--- src/rtl/load_store_unit.sv ---
// RV32I load/store unit: one bus access at a time with byte-lane steering
// and load extension, with error reporting for misaligned/illegal requests and for ack timeouts.
module load_store_unit #(
    parameter int ACK_TIMEOUT = 255
) (
    input  logic        clk,
    input  logic        rst,
    input  logic        start_i,
    input  logic        is_store_i,
    input  logic [2:0]  funct3_i,
    input  logic [31:0] base_i,
    input  logic [31:0] offset_i,
    input  logic [31:0] store_data_i,
    input  logic [4:0]  rd_addr_i,
    output logic        mem_req_o,
    output logic        mem_we_o,
    output logic [31:0] mem_addr_o,
    output logic [31:0] mem_wdata_o,
    output logic [3:0]  mem_wstrb_o,
    input  logic [31:0] mem_rdata_i,
    input  logic        mem_ack_i,
    output logic        busy_o,
    output logic        done_o,
    output logic        err_o,
    output logic        wr_en_o,
    output logic [4:0]  RD_ADDR_o,
    output logic [31:0] data_o
);

    typedef enum logic [1:0] {S_IDLE, S_REQ, S_DONE} state_t;

    localparam logic [7:0] TIMEOUT_LAST = 8'(ACK_TIMEOUT - 1);

    state_t      r_state;
    state_t      w_next;
    logic [31:0] r_addr;
    logic [2:0]  r_funct3;
    logic        r_isStore;
    logic [31:0] r_storeData;
    logic [4:0]  r_rd;
    logic        r_err;
    logic [7:0]  r_cnt;
    logic [31:0] r_data;

    logic [31:0] w_addr;
    logic        w_legal;
    logic        w_accept;
    logic        w_timeout;
    logic [31:0] w_shift;
    logic [31:0] w_loadData;
    logic [31:0] w_storeData;
    logic [3:0]  w_storeStrb;
    logic        w_wrEn;

    assign w_addr    = base_i + offset_i;
    assign w_accept  = (r_state == S_IDLE) && start_i;
    assign w_timeout = (r_cnt == TIMEOUT_LAST);

    // Width-code legality plus natural alignment of the effective address
    always_comb begin
        w_legal = 1'b0;
        if (is_store_i) begin
            w_legal = (funct3_i == 3'b000) || (funct3_i == 3'b001) || (funct3_i == 3'b010);
        end else begin
            w_legal = (funct3_i == 3'b000) || (funct3_i == 3'b001) || (funct3_i == 3'b010) ||
                      (funct3_i == 3'b100) || (funct3_i == 3'b101);
        end
        if ((funct3_i[1:0] == 2'b01) && w_addr[0]) begin
            w_legal = 1'b0;
        end
        if ((funct3_i == 3'b010) && (w_addr[1:0] != 2'b00)) begin
            w_legal = 1'b0;
        end
    end

    assign w_shift = mem_rdata_i >> {r_addr[1:0], 3'b000};

    always_comb begin
        w_loadData = w_shift;
        case (r_funct3)
            3'b000:  w_loadData = {{24{w_shift[7]}}, w_shift[7:0]};
            3'b001:  w_loadData = {{16{w_shift[15]}}, w_shift[15:0]};
            3'b100:  w_loadData = {24'h0, w_shift[7:0]};
            3'b101:  w_loadData = {16'h0, w_shift[15:0]};
            default: w_loadData = w_shift;
        endcase
    end

    always_comb begin
        w_storeData = r_storeData;
        w_storeStrb = 4'b1111;
        case (r_funct3)
            3'b000: begin
                w_storeData = {4{r_storeData[7:0]}};
                w_storeStrb = 4'b0001 << r_addr[1:0];
            end
            3'b001: begin
                w_storeData = {2{r_storeData[15:0]}};
                w_storeStrb = 4'b0011 << r_addr[1:0];
            end
            default: begin
                w_storeData = r_storeData;
                w_storeStrb = 4'b1111;
            end
        endcase
    end

    always_ff @(posedge clk or posedge rst) begin
        if (rst) begin
            r_state <= S_IDLE;
        end else begin
            r_state <= w_next;
        end
    end

    always_comb begin
        w_next = r_state;
        case (r_state)
            S_IDLE: begin
                if (start_i) begin
                    w_next = w_legal ? S_REQ : S_DONE;
                end
            end
            S_REQ: begin
                if (mem_ack_i || w_timeout) begin
                    w_next = S_DONE;
                end
            end
            S_DONE:  w_next = S_IDLE;
            default: w_next = S_IDLE;
        endcase
    end

    // Operand capture at accept; ack-wait counting and read-data capture while in REQ
    always_ff @(posedge clk or posedge rst) begin
        if (rst) begin
            r_addr      <= 32'h0;
            r_funct3    <= 3'b000;
            r_isStore   <= 1'b0;
            r_storeData <= 32'h0;
            r_rd        <= 5'd0;
            r_err       <= 1'b0;
            r_cnt       <= 8'd0;
            r_data      <= 32'h0;
        end else if (w_accept) begin
            r_addr      <= w_addr;
            r_funct3    <= funct3_i;
            r_isStore   <= is_store_i;
            r_storeData <= store_data_i;
            r_rd        <= rd_addr_i;
            r_err       <= ~w_legal;
            r_cnt       <= 8'd0;
        end else if (r_state == S_REQ) begin
            if (mem_ack_i) begin
                r_data <= w_loadData;
            end else if (w_timeout) begin
                r_err <= 1'b1;
            end else begin
                r_cnt <= r_cnt + 8'd1;
            end
        end
    end

    assign w_wrEn = ~r_err && ~r_isStore && (r_rd != 5'd0);

    always_comb begin
        mem_req_o   = 1'b0;
        mem_we_o    = 1'b0;
        mem_addr_o  = 32'h0;
        mem_wdata_o = 32'h0;
        mem_wstrb_o = 4'h0;
        busy_o      = 1'b0;
        done_o      = 1'b0;
        err_o       = 1'b0;
        wr_en_o     = 1'b0;
        RD_ADDR_o   = 5'd0;
        data_o      = 32'h0;
        case (r_state)
            S_REQ: begin
                busy_o     = 1'b1;
                mem_req_o  = 1'b1;
                mem_we_o   = r_isStore;
                mem_addr_o = {r_addr[31:2], 2'b00};
                if (r_isStore) begin
                    mem_wdata_o = w_storeData;
                    mem_wstrb_o = w_storeStrb;
                end
            end
            S_DONE: begin
                busy_o  = 1'b1;
                done_o  = 1'b1;
                err_o   = r_err;
                wr_en_o = w_wrEn;
                if (w_wrEn) begin
                    RD_ADDR_o = r_rd;
                    data_o    = r_data;
                end
            end
            default: begin
                busy_o = 1'b0;
            end
        endcase
    end

endmodule

--- config.mk ---
export PLATFORM = sky130hd
export DESIGN_NAME = load_store_unit
export DESIGN_NICKNAME = d
export VERILOG_FILES = /design/src/rtl/load_store_unit.sv
export SDC_FILE = /design/constraint.sdc
export NUM_CORES = 1
export LEC_CHECK = 0
export CORE_UTILIZATION = 52
export CTS_BUF_LIST = sky130_fd_sc_hd__clkbuf_8
export DETAILED_ROUTE_END_ITERATION = 10
export PLACE_DENSITY = 0.95
export SLEW_MARGIN = 10
export SYNTH_ARGS = -nofsm -noshare
export SYNTH_HDL_FRONTEND = slang
export SYNTH_SLANG_ARGS = --single-unit
--- constraint.sdc ---
create_clock -name clk -period 6.3 [get_ports clk]
set_input_delay 0.63 -clock clk [delete_from_list [all_inputs] [get_ports clk]]
set_output_delay 0.63 -clock clk [all_outputs]
set_load 0.05 [all_outputs]
## Word level (Yosys, flattened, before mapping)

Cells that the tools add are included.

- Shift operators: 3
- Eq/ne operators: 15
- Mux-type cells: 33
- Reductions and logical operators: 22
- Add/sub/neg operators: 2
- Bitwise gates (word level): 4

Operator list:

| kind | number |
|---|---|
| $mux W32 | 5 |
| $pmux W32 S4 | 1 |
| $pmux W32 S2 | 1 |
| $add A32 B32 Y32 | 1 |
| $mux W8 | 4 |
| $shr A32 B5 Y32 | 1 |
| $mux W1 | 13 |
| $eq A3 B3 Y1 const B | 4 |
| $mux W5 | 2 |
| $reduce_and A3 Y1 | 3 |
| $add A8 B1 Y8 const B | 1 |
| $eq A8 B8 Y1 const B | 1 |
| $mux W4 | 2 |
| $pmux W4 S2 | 1 |
| $eq A3 B1 Y1 const B | 2 |
| $logic_not A3 Y1 | 2 |
| $mux W2 | 3 |
| $ne A2 B2 Y1 const B | 3 |
| $reduce_bool A2 Y1 | 3 |
| $logic_and A1 B1 Y1 | 5 |
| $logic_or A1 B1 Y1 | 5 |
| $reduce_bool A5 Y1 | 1 |
| $eq A2 B1 Y1 const B | 2 |
| $not A1 Y1 | 4 |
| 9 further kinds | 9 |

- Input port bits: 141
- Output and inout bits: 111
- Logic and storage cells: 88
- Register bits: 116

## Logic depth before layout (Yosys ltp)

Gate-level depths: netlist (run 1).

- Word-level depth: 11
- Depth in mapped cells: 9
- Mapped depth without buffers: 9

## Worst setup path before layout (run 1)

No wires, ideal clock.

- Path type: reg2out
- Start: reg r_state[0]
- End: out RD_ADDR_o[1]
- Arrival: 2632 ps
- Required time: 5670 ps
- Stages on the path, launching flop included: 6
- Buffers on the path: 1
- Setup slack: 3038 ps
- Path through: dfrtp_1 > inv_1 > ha_1 > nor4b_2 > clkbuf_1 > and2_1

- Longest elaborated chain between the ends: 2

RTL lines:

| element | line | source |
|---|---|---|
| start, declared | 34 | `state_t r_state;` |
| start signal, assigned | 112 | `r_state <= w_next;` |
| $eq A2 B2 Y1 | 178 | `case (r_state)` |
| $mux W5 | 178 |  |
| end, declared | 26 | `output logic [4:0] RD_ADDR_o,` |

No other way between the ends.

## Final worst setup path (run 1)

- Start: reg r_state[1]
- End: out mem_wdata_o[30]

- Longest elaborated chain between the ends: 2

RTL lines:

| element | line | source |
|---|---|---|
| $eq A2 B1 Y1 | 178 |  |
| $mux W32 | 178 |  |
| end, declared | 18 | `output logic [31:0] mem_wdata_o,` |

No other way between the ends.

==> results by group, run 1 <==
Pwr
  • Maximum vdd drop: 0.1755 mV
  • Int Power: 0.002218 W
  • Clock network fraction of design power: 19.6%
  • Sequential Power Share: 35.2%
  • P_leak: 4.840 nW
  • Pwr Total: 0.003953 W
  • Comb power frac: 45.3%
  • PD cells: 364.0 nW/um^2
  • Switch share: 43.89%
  • Sw Pwr: 0.001735 W

Clock tree
  • Setup repair bufs after CTS: 0
  • Clk pin slew, worst setup/hold paths: 0.07 ns
  • Clock sink count: 116
  • Clock Tree Buf Depth: 2
  • CTS H-tree depth: 4
  • CTS-repair resized insts: 0
  • Clock Latency Late Sink: 0.46 ns
  • CTS tree: yes
  • TritonCTS Buffers: 17
  • Root buffer cell: clkbuf_8
  • Hold Buf Count CTS: 0

Min path
  • Worst hold stages: 2
  • Worst hold path class: reg -> reg
  • Hold Path Origin: r_addr[3]

Floorplan
  • Die Width: 125.5 microns
  • Row count: 44
  • Die Area: 15760 sq um
  • Initial Util: 53.98%
  • Ports: 252
  • Core area: 14700 sq um
  • Die Height: 125.5 microns

Timing
  • Clk_skew: 0.008383 ns
  • RSZ-0062 raised after global routing: no
  • Setup violators final: 0
  • Tmin final: 4.094 ns
  • FMAX: 244.3 MHz
  • Final period util: 64.98%
  • Slew headroom: 18.06%
  • Slew Limit Fails: 0
  • Measured slew at the worst slew-check pin: 1.229 ns
  • Setup TNS: 0 ns
  • Fin. Hold Viols: 0

Synthesis
  • Gate count after technology mapping: 981
  • Post-synth cell types: 73
  • Top cells by area, synth: dfrtp_1 37%, nand2_1 12%, ha_1 5.8%, and2_1 5.5%, a21oi_1 4.4%
  • Syn avg cell area: 8.089 sq um
  • Flops & latches, synth: 116
  • Area of the mapped netlist: 7935 sq um
  • Asr flop ratio synth: 100.0%
  • Yosys warns: 0
  • Top FF cell, synth: dfrtp_1
  • Yosys top cell by area: dfrtp_1
  • Area fraction of the dominant cell type after synthesis: 36.58%
  • Sequential element share of the synthesized area: 36.58%
  • Number of synthesized flops with an enable pin: 0

Setup path
  • FF-to-FF path depth: 5
  • Critical Path Start Type: flop
  • Worst path arrival time: 3.46 ns
  • Reg2reg setup slack: 3.43 ns
  • CP Data Required Time: 5.67 ns
  • Worst setup EP type: output port
  • Worst setup path start: r_state[1]
  • Critical path class: reg -> out
  • RR Startpoint: r_addr[0]
  • Critical Path Fanout Max: 43

Detailed routing
  • DR vias: 8090
  • WL/cell: 17.42 microns
  • Vias/cell: 5.816
  • Router iterations before antenna repair: 9
  • Number of nets with antenna violations after routing: 0
  • Final WL: 24.23 mm
  • Initial DRC Count: 761
  • # DRC: 22

Cells and area
  • Diodes inserted: 0
  • Final Util: 73.88%
  • Nets: 1373
  • Layout Area Growth over Synthesis: 36.87%
  • Layout cells sized above 1: 5.882%

Global route
  • GRT Residual Overflow: 0
  • First-pass GRT wire length: 38.65 mm
  • Initial antenna violation count: 0
  • Gr usage total: 30.92%
  • Largest net degree at the start of global routing: 102
  • Vias in the first global route: 7687

Placed design
  • Post-DP HPWL: 17.56 mm
  • GP Congestion: 0.9890
  • IO buf count: 249

Status
  • Failing checks: DRC
  • Outcome: complete, but fails checks

Job
  • Max-cap violations: 0
## synth_stat cells (18+ instances only)
| cell | instances |
|---|---|
| a211oi_1 | 18 |
| a21oi_1 | 70 |
| and2_1 | 70 |
| clkbuf_1 | 38 |
| dfrtp_1 | 116 |
| ha_1 | 37 |
| inv_1 | 18 |
| mux2i_1 | 26 |
| nand2_1 | 249 |
| nor2_1 | 76 |
| o21ai_0 | 33 |
## logic make-up after synthesis
| logic type | synth area share (%) |
|---|---|
| and+or+nand+nor | 26.49 |
| AOI/OAI and AO/OA | 18.13 |
| DFF | 36.58 |
| buffers and inverters | 4.683 |
| adders and majority gates | 6.086 |
| muxes | 4.557 |
| xor gates and xnor gates | 3.422 |
| other | 0.04726 |
## area by class of cell
type / count / area (sq um)
Clock buffer: 19 / 261.5
Tap cell: 184 / 230.2
Fill cell: 1044 / 3839
Multi-Input combinational cell: 787 / 4684
Inverter: 18 / 70.07
Sequential cell: 116 / 2903
Timing Repair Buffer: 254 / 2530
Clock inverter: 13 / 181.4
## placed cells by master (no fill, tap or decap), types with 4 or more instances in the layout
master / synthesis / final
ha_1: 37 / 37
mux2i_1: 26 / 26
buf_4: 3 / 5
o22a_1: 9 / 9
nand3_1: 8 / 8
a211oi_1: 18 / 18
o21bai_1: 6 / 6
mux2_2: 9 / 9
nand2_1: 249 / 248
o21ai_1: 17 / 17
a211o_1: 6 / 6
xor2_1: 17 / 17
o21ai_0: 33 / 33
xnor2_1: 14 / 14
bufinv_16: 0 / 4
nor2b_1: 4 / 4
inv_1: 18 / 17
a21oi_1: 70 / 70
and2_1: 70 / 69
and3_1: 12 / 12
o211ai_1: 12 / 12
nor3_1: 7 / 7
nor2_1: 76 / 75
a21o_1: 14 / 14
clkinvlp_4: 0 / 5
clkbuf_8: 3 / 19
nand4_1: 12 / 12
dfrtp_1: 116 / 116
clkdlybuf4s50_1: 0 / 249
## power groups by stage
stage | registers [W] | clock network [W] | logic, W
finish | 0.00139 | 0.000774 | 0.00179
detailed placement | 0.00139 | 0 | 0.00177
global placement | 0.00136 | 0 | 0.00172
global route | 0.00143 | 0.000816 | 0.00195
floorplan | 0.00124 | 0 | 0.00135
CTS | 0.00137 | 0.000783 | 0.00178
## worst paths after layout
| path | endpoint |
|---|---|
| max in group asynchronous | r_storeData[31] |
| setup / recovery | mem_wdata_o[30] |
| hold reg to reg | r_addr[3] |
| setup reg to reg | r_data[19] |
| min in group asynchronous | r_data[1] |
| hold / removal | r_addr[3] |
## registers in the layout (all words and copies together) (netlist names), 2 cells and up
| signal | cells |
|---|---|
| r_addr | 32 |
| r_cnt | 8 |
| r_data | 32 |
| r_funct3 | 3 |
| r_rd | 5 |
| r_state | 2 |
| r_storeData | 32 |
## critical path: stages (launching register included)
cell and delay (ns):
dfrtp_1 0.40, inv_1 0.11, ha_1 0.15, buf_4 0.36, nand2_1 0.65, a211oi_1 0.46, clkdlybuf4s50_1 0.87
## stage by stage
step / instances / hold slack [ns] / instance area [sq um] / worst slack (ns)
2_1_floorplan: 982 / 0.4377 / 7939 / 2.598
3_3_place_gp: 1359 / 0.4505 / 10420 / 2.892
3_5_place_dp: 1359 / 0.4636 / 10420 / 2.723
4_1_cts: 1391 / 0.4787 / 10860 / 2.213
5_1_grt: 1391 / 0.4926 / 10860 / 1.987
6_report: 1391 / 0.4807 / 10860 / 2.206
## metal layers
layer / share of wire [%] / track usage (%) / vias up / wire length, microns
met5: 0 / 0 / - / 0
met4: 3.0 / 12.34 / 0 / 720
met3: 8.6 / 7.659 / 63 / 2082
met2: 49 / 52.06 / 422 / 11760
met1: 40 / 37.98 / 3821 / 9665
li1: - / - / 3784 / -
Power figures use the tool's default switching activity.
==> inputs of run 2 (changes only) <==
- CORE_UTILIZATION: 52 -> 49
- clock period: 6.3 -> 4.1 ns (I/O delays scaled with it)
==> results by group, run 2 (synthesis results as in run 1) <==
Timing
  • Setup violators final: 0 (unchanged)
  • Clk_skew: 0.009591 ns (was 0.008383 ns)
  • Fin. Hold Viols: 0 (unchanged)
  • Slew Limit Fails: 0 (unchanged)
  • RSZ-0062 raised after global routing: no (unchanged)
  • FMAX: 303.6 MHz
  • Final period util: 80.34%
  • Measured slew at the worst slew-check pin: 1.072 ns (was 1.229 ns)
  • Slew headroom: 28.44% (was 18.06%)
  • Tmin final: 3.294 ns
  • Final setup margin: 0.8061 ns (was 2.206 ns)
  • WHS: 0.4742 ns (was 0.4807 ns)
  • Setup TNS: 0 ns (unchanged)

Floorplan
  • Core area: 15830 sq um (was 14700 sq um)
  • Die Width: 129.3 microns (was 125.5 microns)
  • Die Area: 16710 sq um (was 15760 sq um)
  • Row count: 46 (was 44)
  • Initial Util: 50.13% (was 53.98%)
  • Ports: 252 (unchanged)
  • Die Height: 129.3 microns (was 125.5 microns)

Detailed routing
  • DR vias: 8179 (was 8090)
  • Vias/cell: 5.732 (was 5.816)
  • Router iterations before antenna repair: 7 (was 9)
  • WL/cell: 17.54 microns (was 17.42 microns)
  • Number of nets with antenna violations after routing: 0 (unchanged)
  • Final WL: 25.03 mm (was 24.23 mm)
  • Initial DRC Count: 543 (was 761)
  • # DRC: 0 (was 22)

Cells and area
  • Commonest non-fill, non-tap cell in the layout: nand2_1 (was clkdlybuf4s50_1)
  • Most frequent cells in the layout: 248 x nand2_1, 221 x clkdlybuf4s50_1, 116 x dfrtp_1 (was 249 x clkdlybuf4s50_1, 248 x nand2_1, 116 x dfrtp_1)
  • Biggest regs: r_addr: 32 flops, r_data: 32 flops, r_storeData: 32 flops (unchanged)
  • Fillers: 1234 (was 1044)
  • Layout cells sized above 1: 8.347% (was 5.882%)
  • Nets: 1376 (was 1373)
  • Final Util: 68.81% (was 73.88%)
  • Layout Area Growth over Synthesis: 37.24% (was 36.87%)

Global route
  • Vias in the first global route: 7861 (was 7687)
  • First-pass GRT wire length: 39.75 mm (was 38.65 mm)
  • Initial antenna violation count: 1 (was 0)
  • GRT Residual Overflow: 0 (unchanged)
  • Gr usage total: 30.61% (was 30.92%)
  • Largest net degree at the start of global routing: 102 (unchanged)

Min path
  • Hold Path Sink: r_addr[12] (was r_addr[3])
  • Worst hold path class: reg -> reg (unchanged)
  • Worst hold stages: 2 (unchanged)
  • Hold Path Origin: r_addr[12] (was r_addr[3])

Pwr
  • Sw Pwr: 0.002683 W (was 0.001735 W)
  • Switch share: 44.08% (was 43.89%)
  • Sequential Power Share: 34.5% (was 35.2%)
  • Maximum vdd drop: 0.2841 mV (was 0.1755 mV)
  • Clock network fraction of design power: 19.3% (was 19.6%)
  • P_leak: 4.924 nW (was 4.840 nW)
  • PD cells: 558.8 nW/um^2 (was 364.0 nW/um^2)
  • Comb power frac: 46.2% (was 45.3%)
  • Int Power: 0.003403 W (was 0.002218 W)
  • Pwr Total: 0.006086 W (was 0.003953 W)

Placed design
  • Post-DP HPWL: 18.25 mm (was 17.56 mm)
  • Pre-CTS setup slack: 1.063 ns (was 2.723 ns)
  • IO buf count: 249 (unchanged)
  • GP Congestion: 0.9007 (was 0.9890)

Setup path
  • Critical Path Fanout Max: 37 (was 43)
  • Worst path cell trace: inv_1 -> ha_1 -> nor4b_4 -> buf_4 -> and2_1 -> clkdlybuf4s50_1 (was inv_1 -> ha_1 -> buf_4 -> nand2_1 -> a211oi_1 -> clkdlybuf4s50_1)
  • Worst path arrival time: 2.88 ns (was 3.46 ns)
  • FF-to-FF path depth: 7 (was 5)
  • Critical path class: reg -> out (unchanged)
  • R2R Path End: r_data[29] (was r_data[19])
  • Worst setup EP type: output port (unchanged)
  • Critical Path Start Type: flop (unchanged)
  • Crit-path slowest cell: clkdlybuf4s50_1 (unchanged)
  • Reg2reg setup slack: 1.59 ns (was 3.43 ns)
  • RR Startpoint: r_addr[1] (was r_addr[0])
  • Worst setup path start: r_state[0] (was r_state[1])
  • Worst path max stage delay: 0.85 ns (was 0.87 ns)
  • CP Data Required Time: 3.69 ns (was 5.67 ns)

Clock tree
  • CTS-repair resized insts: 0 (unchanged)
  • CTS tree: yes (unchanged)
  • Setup repair bufs after CTS: 0 (unchanged)
  • Clk pin slew, worst setup/hold paths: 0.07 ns (about the same)
  • Clock Latency Late Sink: 0.44 ns (was 0.46 ns)
  • CTS H-tree depth: 4 (unchanged)
  • Hold Buf Count CTS: 0 (unchanged)
  • Clock Tree Buf Depth: 2 (unchanged)
  • TritonCTS Buffers: 17 (unchanged)
  • Clock sink count: 116 (unchanged)
  • Root buffer cell: clkbuf_8 (unchanged)

Status
  • Outcome: finished clean (was complete, but fails checks)

Job
  • Max-cap violations: 0 (unchanged)
## run 2: cell types whose count changed in the layout (fill, tap and decap cells not counted), sizes merged
cell           change
clkdlybuf4s50     -28
inv                +2
clkinv             -1
buf               +31
clkbuf             -1
diode              +1
## run 2: area by class of cell
type / count / area, sq um / share of cell area (%)
diodes: 1 / 2.502 / 0.02298
clock buffers: 18 / 247.7 / 2.275
clock inverters: 14 / 185.2 / 1.700
inverters: 18 / 70.07 / 0.6434
multi-input cells: 787 / 4684 / 43.01
flip-flops and latches: 116 / 2903 / 26.65
well taps: 216 / 270.3 / 2.482
repair buffers: 257 / 2527 / 23.21
## run 2: how the worst max path moves through the flow
stage,end,slack [ns]
after floorplan,r_addr[0],0.62
after global placement,r_addr[30],1.10
after detailed placement,r_addr[30],1.06
after CTS,RD_ADDR_o[2],0.80
after global routing,RD_ADDR_o[2],0.67
final,RD_ADDR_o[2],0.81
## run 2: power groups by stage
stage	Clock [W]	Combinational (W)	Sequential, W
after floorplan	0	0.00207	0.00191
after global placement	0	0.00269	0.00208
after detailed placement	0	0.00278	0.00211
after CTS	0.00118	0.00279	0.00209
after global routing	0.00123	0.00308	0.00217
final	0.00117	0.00281	0.00210
## run 2: worst max-delay path: cells and delay by family (launching register included)
kind | cells | cell delay (ns)
fa+ha+maj | 1 | 0.28
buf+inv | 3 | 1.33
flops | 1 | 0.42
simple gates | 2 | 0.42
## run 2: stage by stage
step	cells	instance area [sq um]
6_report	1427	10890
2_1_floorplan	982	7939
5_1_grt	1427	10890
3_5_place_dp	1393	10430
3_3_place_gp	1393	10430
4_1_cts	1425	10860
## run 2: per-layer routing
layer	track usage, %	up-vias	part of all wire [%]
met4	14.60	0	3.1
met5	0	-	0
met3	6.771	66	9.9
met1	37.33	3845	39
li1	-	3786	-
met2	51.42	482	48
